<file path="src/rtl/ifetch_prefetch_buffer.sv">
// -----------------------------------------------------------------------------
// ifetch_prefetch_buffer
//
// Instruction-fetch front end. It owns the fetch PC and issues word requests
// to an instruction memory with variable-latency, in-order responses. Returned
// words are buffered with their PCs in a DEPTH-entry FIFO. A redirect from
// execute flushes the FIFO and re-steers fetch. Responses for requests that
// were already in flight at the redirect are counted and discarded.
//
// Optional feature macro: IFETCH_BYPASS_EN
//   When defined, a response arriving while the FIFO is empty and nothing is
//   being dropped is presented combinationally on instr/instr_pc. This saves
//   one cycle of fetch latency.
//
// Parameters:
//   XLEN     - PC / address width
//   DEPTH    - FIFO entries (power of 2, >= 2); also caps buffered + in-flight
//   RESET_PC - first fetch address after reset
//
// Ports:
//   clk             in   clock, rising edge
//   rst             in   synchronous reset, active low
//   imem_req_valid  out  fetch request valid
//   imem_req_ready  in   memory accepts request
//   imem_req_addr   out  word-aligned fetch address
//   imem_rsp_valid  in   response word valid (one per accepted request, in order)
//   imem_rsp_data   in   response instruction word
//   redirect_valid  in   flush and re-steer (single-cycle pulse)
//   redirect_pc     in   new fetch address (bits [1:0] ignored)
//   instr_valid     out  head instruction valid
//   instr_ready     in   consumer takes head when instr_valid && instr_ready
//   instr           out  head instruction word
//   instr_pc        out  PC of head instruction
//   occupancy       out  number of buffered entries
// -----------------------------------------------------------------------------
module ifetch_prefetch_buffer #(
    parameter int              XLEN     = 32,
    parameter int              DEPTH    = 4,
    parameter logic [XLEN-1:0] RESET_PC = '0
) (
    input  logic                       clk,
    input  logic                       rst,
    output logic                       imem_req_valid,
    input  logic                       imem_req_ready,
    output logic [XLEN-1:0]            imem_req_addr,
    input  logic                       imem_rsp_valid,
    input  logic [31:0]                imem_rsp_data,
    input  logic                       redirect_valid,
    input  logic [XLEN-1:0]            redirect_pc,
    output logic                       instr_valid,
    input  logic                       instr_ready,
    output logic [31:0]                instr,
    output logic [XLEN-1:0]            instr_pc,
    output logic [$clog2(DEPTH+1)-1:0] occupancy
);

    localparam int AW = $clog2(DEPTH);
    localparam int CW = $clog2(DEPTH+1);

    // Architectural state
    logic [XLEN-1:0] fetch_pc_q, fetch_pc_d;
    logic [XLEN-1:0] rsp_pc_q, rsp_pc_d;
    logic [AW-1:0]   wr_ptr_q, wr_ptr_d;
    logic [AW-1:0]   rd_ptr_q, rd_ptr_d;
    logic [CW-1:0]   count_q, count_d;
    logic [CW-1:0]   outstanding_q, outstanding_d;
    logic [CW-1:0]   drop_cnt_q, drop_cnt_d;

    // FIFO storage (no reset needed; validity is tracked by count_q)
    logic [31:0]     data_mem [DEPTH];
    logic [XLEN-1:0] pc_mem   [DEPTH];

    // Last presented head, so instr/instr_pc hold while the FIFO is empty
    logic [31:0]     last_instr_q;
    logic [XLEN-1:0] last_pc_q;

    logic [CW:0]     slots_used;
    logic            req_fire;
    logic            rsp_live;
    logic            bypass;
    logic            fifo_push;
    logic            fifo_pop;
    logic [XLEN-1:0] redirect_pc_aligned;

    assign redirect_pc_aligned = redirect_pc & ~XLEN'(3);

    // Capacity is judged only from registered state, so instr_ready has no
    // combinational path to imem_req_valid.
    assign slots_used     = {1'b0, count_q} + {1'b0, outstanding_q};
    assign imem_req_valid = rst && !redirect_valid && (slots_used < (CW+1)'(DEPTH));
    assign imem_req_addr  = fetch_pc_q;
    assign req_fire       = imem_req_valid && imem_req_ready;

    // A response is kept only when no stale responses remain to be dropped.
    assign rsp_live = imem_rsp_valid && (drop_cnt_q == '0);

`ifdef IFETCH_BYPASS_EN
    assign bypass = rsp_live && (count_q == '0) && !redirect_valid;
`else
    assign bypass = 1'b0;
`endif

    assign instr_valid = (count_q != '0) || bypass;
    assign occupancy   = count_q;

    always_comb begin
        instr    = last_instr_q;
        instr_pc = last_pc_q;
        if (count_q != '0) begin
            instr    = data_mem[rd_ptr_q];
            instr_pc = pc_mem[rd_ptr_q];
        end else if (bypass) begin
            instr    = imem_rsp_data;
            instr_pc = rsp_pc_q;
        end
    end

    // A bypassed word that is consumed immediately is never written.
    assign fifo_pop  = (count_q != '0) && instr_ready && !redirect_valid;
    assign fifo_push = rsp_live && !redirect_valid && !(bypass && instr_ready);

    always_comb begin
        fetch_pc_d    = fetch_pc_q;
        rsp_pc_d      = rsp_pc_q;
        wr_ptr_d      = wr_ptr_q;
        rd_ptr_d      = rd_ptr_q;
        count_d       = count_q;
        drop_cnt_d    = drop_cnt_q;
        // No request is issued in a redirect cycle, so this is also the
        // post-redirect outstanding count.
        outstanding_d = outstanding_q + CW'(req_fire) - CW'(imem_rsp_valid);

        if (redirect_valid) begin
            fetch_pc_d = redirect_pc_aligned;
            rsp_pc_d   = redirect_pc_aligned;
            wr_ptr_d   = '0;
            rd_ptr_d   = '0;
            count_d    = '0;
            // Everything still in flight, including a response landing now,
            // belongs to the old path.
            drop_cnt_d = outstanding_q - CW'(imem_rsp_valid);
        end else begin
            if (req_fire) begin
                fetch_pc_d = fetch_pc_q + XLEN'(4);
            end
            if (imem_rsp_valid && (drop_cnt_q != '0)) begin
                drop_cnt_d = drop_cnt_q - CW'(1);
            end
            if (rsp_live) begin
                rsp_pc_d = rsp_pc_q + XLEN'(4);
            end
            if (fifo_push) begin
                wr_ptr_d = wr_ptr_q + AW'(1);
            end
            if (fifo_pop) begin
                rd_ptr_d = rd_ptr_q + AW'(1);
            end
            count_d = count_q + CW'(fifo_push) - CW'(fifo_pop);
        end
    end

    always_ff @(posedge clk) begin
        if (!rst) begin
            fetch_pc_q    <= RESET_PC;
            rsp_pc_q      <= RESET_PC;
            wr_ptr_q      <= '0;
            rd_ptr_q      <= '0;
            count_q       <= '0;
            outstanding_q <= '0;
            drop_cnt_q    <= '0;
        end else begin
            fetch_pc_q    <= fetch_pc_d;
            rsp_pc_q      <= rsp_pc_d;
            wr_ptr_q      <= wr_ptr_d;
            rd_ptr_q      <= rd_ptr_d;
            count_q       <= count_d;
            outstanding_q <= outstanding_d;
            drop_cnt_q    <= drop_cnt_d;
        end
    end

    always_ff @(posedge clk) begin
        if (rst && fifo_push) begin
            data_mem[wr_ptr_q] <= imem_rsp_data;
            pc_mem[wr_ptr_q]   <= rsp_pc_q;
        end
        if (instr_valid) begin
            last_instr_q <= instr;
            last_pc_q    <= instr_pc;
        end
    end

endmodule

</file>
<file path="config.mk">
export PLATFORM = sky130hd
export DESIGN_NAME = ifetch_prefetch_buffer
export DESIGN_NICKNAME = d
export VERILOG_FILES = /design/src/rtl/ifetch_prefetch_buffer.sv
export SDC_FILE = /design/constraint.sdc
export NUM_CORES = 1
export LEC_CHECK = 0
export BUFFER_PORTS_ARGS = -buffer_cell sky130_fd_sc_hd__buf_4
export CAP_MARGIN = 10
export CORE_MARGIN = 1
export CORE_UTILIZATION = 58
export CTS_CLUSTER_DIAMETER = 200
export DETAILED_ROUTE_END_ITERATION = 16
export GPL_ROUTABILITY_DRIVEN = 0
export GPL_TIMING_DRIVEN = 0
export PLACE_DENSITY = 0.75
export SLEW_MARGIN = 20
export SYNTH_ARGS = -nofsm -noshare
export SYNTH_HDL_FRONTEND = slang
export SYNTH_SLANG_ARGS = --single-unit
</file>
<file path="constraint.sdc">
create_clock -name clk -period 4.65 [get_ports clk]
set_input_delay 0 -clock clk [delete_from_list [all_inputs] [get_ports clk]]
set_output_delay 0 -clock clk [all_outputs]
set_load 0.005 [all_outputs]
</file>
==> results of run 1 <==
==> logic make-up after synthesis <==
logic type | synth area share, %
flip-flops | 68.89
AND/OR/NAND/NOR | 7.422
multiplexers | 13.53
AO/OA/AOI/OAI | 4.615
buffers and inverters | 1.776
XOR/XNOR | 2.220
adder cells (fa/ha/maj) | 1.522
other | 0.02377
==> placed cells by master, fill, tap and decap left out, types with 10 or more instances in the layout <==
master and count:
a21oi_1 42, and3_1 11, buf_4 169, clkbuf_1 37, clkbuf_16 41, dfxtp_1 75
dlygate4sd3_1 69, edfxtp_1 312, ha_1 16, inv_1 21, mux2_2 62, mux4_2 62
nand2_1 50, nand3_1 24, nand4_1 26, nor2_1 32, nor3_1 10, o21ai_0 40
xnor2_1 20, xor2_1 20
==> through the flow <==
step / worst slack (ps) / total power, uW / hold slack, ps / TNS, ps
floorplan: 1218 / 4340 / 98.87 / 0
global placement: -351.2 / 4623 / 200.1 / -9066
detailed placement: 1645 / 4647 / 201.6 / 0
CTS: 1617 / 7839 / 4.895 / 0
global route: 1415 / 8040 / 15.68 / 0
finish: 1599 / 7794 / 25.68 / 0
==> per-layer routing <==
layer  vias to the layer above  global-route usage (%)  share of wire (%)
met2                       463                   43.81                 50
met5                         -                       0                  0
met4                         0                   9.179                2.9
met3                        77                   4.183                7.3
met1                      4775                   34.13                 40
li1                       4423                       -                  -
==> worst max-delay path: stages (launching register included) <==
cell and delay (ps):
dfxtp_1 390, ha_1 250, nor3_1 230, and4_1 230, buf_4 170, inv_2 110, buf_2 220, buf_2 220
ha_1 290, inv_1 40, ha_1 180, fa_1 370, xnor2_1 160, nor2_1 50
==> layout make-up <==
class	instances	area, sq um
clock buffer	52	1077
buffer	45	191.4
inverter	24	90.09
timing repair buffer	241	2072
sequential	387	10870
tap	341	426.7
fill	1645	7196
clock inverter	18	219.0
multi-input combinational	524	4658
==> flip-flops by register name (all words and copies together) (netlist names), named ones only <==
| signal | count |
|---|---|
| data_mem | 128 |
| drop_cnt_q | 3 |
| imem_req_addr | 30 |
| last_instr_q | 32 |
| last_pc_q | 32 |
| occupancy | 3 |
| outstanding_q | 3 |
| pc_mem | 120 |
| rd_ptr_q | 2 |
| rsp_pc_q | 30 |
| wr_ptr_q | 2 |
==> power by group through the flow <==
stage	Combinational, uW	Clock [uW]	Sequential [uW]
global placement	581	0	4040
finish	662	3160	3970
detailed placement	607	0	4040
global route	720	3340	3980
floorplan	326	0	4010
CTS	660	3210	3970
==> worst paths after layout <==
path / start / slack (ps) / to / cells after the start
min reg2reg: wr_ptr_q[1] / 500 / wr_ptr_q[1] / 2
max: outstanding_q[2] / 1600 / outstanding_q[2] / 13
max reg2reg: outstanding_q[2] / 1600 / outstanding_q[2] / 13
min: redirect_valid / 30 / imem_req_addr[26] / 5
==> flow_summary_export.csv, run 1 <==
group,metric,value,unit
hold_path,hold_path_class,"in -> reg",
run_status,outcome,"finished, final reports clean",
clock_tree,cts.sinks,387,
setup_path,crit_path_start_kind,"register",
placed_design,place_area,17610,sq um
routing,dr_total_vias,9738,
synthesis,synth_common_cells,"edfxtp_1, dfxtp_1, mux2_2, mux4_2, nand2_1",
sta,slew_headroom,49.37,%
floorplanning,start_util,58.87,%
synthesis,yosys.area.top_type,"edfxtp_1",
pwr,p_leak,0.006721,uW
placed_design,portBuffers,166,
pwr,comb_power_share,8.5,%
cells_and_area,fin_cells,1632,
setup_path,path_class,"reg -> reg",
routing,wirelength,35.18,mm
synthesis,ys_seq_elements,387,
global_routing,grtUsageTotal,25.88,%
setup_path,endpoint_kind,"register",
clock_tree,clk_pin_slew,60,ps
global_routing,grt_pass1_wl,55.18,mm
synthesis,synth_area_per_cell,16.12,sq um
setup_path,worstPathArrival,3430,ps
sta,hold_violations,0,
clock_tree,root_buffer,"clkbuf_16",
cells_and_area,fin_area,19610,sq um
floorplanning,die_w,166.9,microns
cells_and_area,num_antenna_cells,0,
synthesis,synth_cells,979,
floorplanning,io_pins,171,
clock_tree,cts_resized,0,
synthesis,synth.top_cell.area_share,59.38,%
global_routing,grt_pass1_vias,10070,
pwr,powerDensity,397.5,nW/um^2
cells_and_area,final_nets,1350,
sta,fin_skew,15.57,ps
clock_tree,h-tree-depth,2,
pwr,internal-power,6119,uW
synthesis,synth_edf_count,312,
floorplanning,fp.dieH,166.9,microns
setup_path,cp_data_required_time,5030,ps
pwr,swShare,21.49,%
sta,fin_crit,3051,ps
synthesis,syn_area,15780,sq um
routing,avgRoutedWirePerCell,21.55,microns
clock_tree,cts_hold_repair.buffers,69,
sta,max_freq,327.8,MHz
routing,dr.pass1.iters,5,
pwr,power_frac_seq,51.0,%
clock_tree,post_cts_buffers,0,
sta,fin_crit_sh,65.60,%
cells_and_area,syn2layout_area_growth,24.25,%
setup_path,crit_fanout,10,
floorplanning,core-area,26800,sq um
synthesis,synth_cell_types,61,
cells_and_area,final_util,73.15,%
job,maxCapViolations,0,
synthesis,synth_ff_type,"edfxtp_1",
synthesis,async_reset_ff_share,0,%
clock_tree,clk_latency,520,ps
clock_tree,cts_tree,"built",
global_routing,grt_max_degree,47,
sta,rsz0062_at_grt,"false",
sta,setup_viol,0,
placed_design,dp_hpwl,22.66,mm
routing,viasPerCell,5.967,
synthesis,synth_area_leaders,"edfxtp_1, dfxtp_1, mux4_2",
pwr,vdd_drop_max,205.0,uV
synthesis,yosysMostFrequentCell,"edfxtp_1",
pwr,p_switching,1675,uW
floorplanning,rows,60,
routing,ant_nets,0,
floorplanning,die_area,27870,sq um
pwr,clockPowerShare,40.6,%
routing,drt_iter0_markers,835,
routing,drcViolationCount,0,
clock_tree,clk_path_buf_depth,3,
sta,worstMarginPinSlew,759.5,ps
synthesis,yosys_warnings,0,
synthesis,ys_seq_area_share,68.89,%
sta,drv_slew,0,
global_routing,antenna_found_initial,0,
placed_design,placed_cells,1493,
global_routing,overflow,0,
clock_tree,numCtsBuffers,39,
cells_and_area,drive_gt1_share,29.36,%
Note: power is estimated with default switching activity, not from simulation.
==> inputs of run 2 (changes only) <==
==> constraint.sdc (replaced) <==
create_clock -name clk -period 2.81 [get_ports clk]
set_input_delay 0 -clock clk [delete_from_list [all_inputs] [get_ports clk]]
set_output_delay 0 -clock clk [all_outputs]
set_load 0.005 [all_outputs]
==> run 2 against run 1 <==
  * Register-to-register slack lost 1500 ps
  * Clock skew up 4.0 ps
  * Core utilization is 0.21 points lower
  * Routed wire length down 0.57%
  * Combinational power grew 65%
  * Sequential share of layout area grew 0.17 points
  * Critical path type unchanged
==> flow_summary_export.csv, run 2 (synthesis gave the netlist of run 1 again) <==
group,metric,value,unit
floorplanning,fp.dieH,166.9,microns
global_routing,antenna_found_initial,0,
cells_and_area,fin_area,19550,sq um
routing,drt_iter0_markers,831,
global_routing,overflow,0,
pwr,power_frac_seq,52.1,%
sta,max_freq,363.8,MHz
cells_and_area,layout_commonest_cell,"edfxtp_1",
routing,dr.pass1.iters,8,
clock_tree,numCtsBuffers,39,
global_routing,top_usage_layer,"met2",
cells_and_area,largestRegisters,"data_mem (128), pc_mem (120)",
sta,worstMarginPinSlew,751.7,ps
floorplanning,rows,60,
sta,drv_slew,0,
cells_and_area,final_util,72.95,%
clock_tree,cts.sinks,387,
placed_design,place_area,17590,sq um
clock_tree,clk_latency,530,ps
clock_tree,cts_tree,"built",
cells_and_area,drive_gt1_share,30.31,%
clock_tree,clk_pin_slew,60,ps
routing,wirelength,34.98,mm
cells_and_area,regMostFlops,"data_mem",
routing,dr_total_vias,9758,
global_routing,grtUsageTotal,25.63,%
pwr,vdd_drop_max,436.7,uV
sta,fin_crit_sh,97.83,%
hold_path,min-delay-start,"imem_rsp_data[9]",
setup_path,crit_fanout,6,
clock_tree,clk_path_buf_depth,3,
sta,fin_crit,2749,ps
pwr,p_leak,0.006705,uW
floorplanning,die_w,166.9,microns
setup_path,endpoint_kind,"register",
global_routing,grt_max_degree,44,
setup_path,crit_path_start_kind,"register",
setup_path,path_class,"reg -> reg",
sta,slew_headroom,49.43,%
pwr,internal-power,9829,uW
sta,rsz0062_at_grt,"false",
routing,drcViolationCount,0,
floorplanning,core-area,26800,sq um
pwr,powerDensity,645.3,nW/um^2
cells_and_area,mostFrequentLayoutCells,"edfxtp_1, buf_4, dfxtp_1, dlygate4sd3_1",
setup_path,startpoint,"imem_req_addr[3]",
setup_path,r2r-start,"imem_req_addr[3]",
routing,ant_nets,0,
cells_and_area,largest_reg_flops,128,
setup_path,ff2ff_path_depth,6,
sta,fin_ws,61.04,ps
cells_and_area,num_antenna_cells,0,
run_status,outcome,"finished, final reports clean",
pwr,swShare,22.09,%
placed_design,portBuffers,166,
sta,hold_violations,0,
floorplanning,start_util,58.87,%
pwr,comb_power_share,8.6,%
sta,fin_skew,19.53,ps
cells_and_area,final_nets,1347,
clock_tree,h-tree-depth,2,
hold_path,hold_depth,2,
global_routing,grt_use_met1,34.06,%
hold_path,hold_path_class,"in -> reg",
pwr,clockPowerShare,39.3,%
global_routing,grt_pass1_vias,9869,
sta,setup_viol,0,
placed_design,pre_cts_ws,-183.0,ps
routing,viasPerCell,5.983,
floorplanning,die_area,27870,sq um
setup_path,cp_data_required_time,3210,ps
floorplanning,io_pins,171,
job,maxCapViolations,0,
clock_tree,root_buffer,"clkbuf_16",
global_routing,grt_pass1_wl,54.90,mm
sta,totalNegativeSetupSlack,0,ps
cells_and_area,syn2layout_area_growth,23.90,%
pwr,p_switching,2787,uW
setup_path,worstPathArrival,3150,ps
routing,avgRoutedWirePerCell,21.44,microns
global_routing,use_met2,43.73,%
placed_design,dp_hpwl,22.26,mm
global_routing,use_met3,4.206,%
-- run 2: cell count changes in the layout (fill, tap and decap cells not counted), moves of 2 or more --
cell and change:
clkbuf_1 -7, buf_2 -3, dfxtp_1 -2, dfxtp_2 +2, buf_4 +2, clkinv_2 +3
bufinv_16 -3, clkbuf_2 +5, nor3_1 -2, nor3_2 +2
-- run 2: final cells by class --
class | instances | area [sq um]
Clock inverter | 21 | 171.4
Tap cell | 341 | 426.7
Multi-Input combinational cell | 524 | 4681
Sequential cell | 387 | 10870
Inverter | 24 | 90.09
Clock buffer | 51 | 1062
Timing Repair Buffer | 241 | 2059
Fill cell | 1628 | 7251
Buffer | 42 | 186.4
-- run 2: worst paths after layout --
path	end	slack [ps]
worst max-delay path	imem_req_addr[23]	60
worst min-delay path	data_mem[1][9]	210
worst max register to register	imem_req_addr[23]	60
worst min register to register	wr_ptr_q[1]	500
-- run 2: through the flow --
| stage | hold slack (ps) | instances | total power (uW) |
|---|---|---|---|
| global route | 204.0 | 1631 | 13040 |
| detailed placement | 202.9 | 1492 | 7678 |
| floorplan | 98.87 | 980 | 7177 |
| global placement | 201.7 | 1487 | 7639 |
| finish | 214.0 | 1631 | 12620 |
| CTS | 197.2 | 1631 | 12690 |
-- run 2: critical path, stage by stage, from the launching register on --
cell	delay, ps
dfxtp_1	440
nand4_1	320
nor4_2	700
nand2_1	340
nand3_1	170
o211ai_1	90
dlygate4sd3_1	570
-- run 2: layer usage --
metal | part of all wire (%) | wire length (microns) | vias to the layer above
met5 | 0 | 0 | -
met4 | 2.3 | 790 | 0
met3 | 6.3 | 2198 | 73
met2 | 50 | 17460 | 395
met1 | 42 | 14530 | 4879
li1 | - | - | 4411
-- run 2: power groups by stage --
stage | logic (uW) | registers (uW) | clock network [uW]
final | 1090 | 6570 | 4960
after global routing | 1180 | 6590 | 5270
after CTS | 1080 | 6570 | 5050
after detailed placement | 993 | 6690 | 0
after global placement | 958 | 6680 | 0
after floorplan | 541 | 6640 | 0
-- run 2: repair_timing --
action,in CTS,in global routing
setup buffers,0,1
setup endpoints to repair,31,19
cloned,0,0
hold buffers,69,0
pin swaps,0,1
endpoints found under the hold margin,190,0
gates resized for setup,2,16
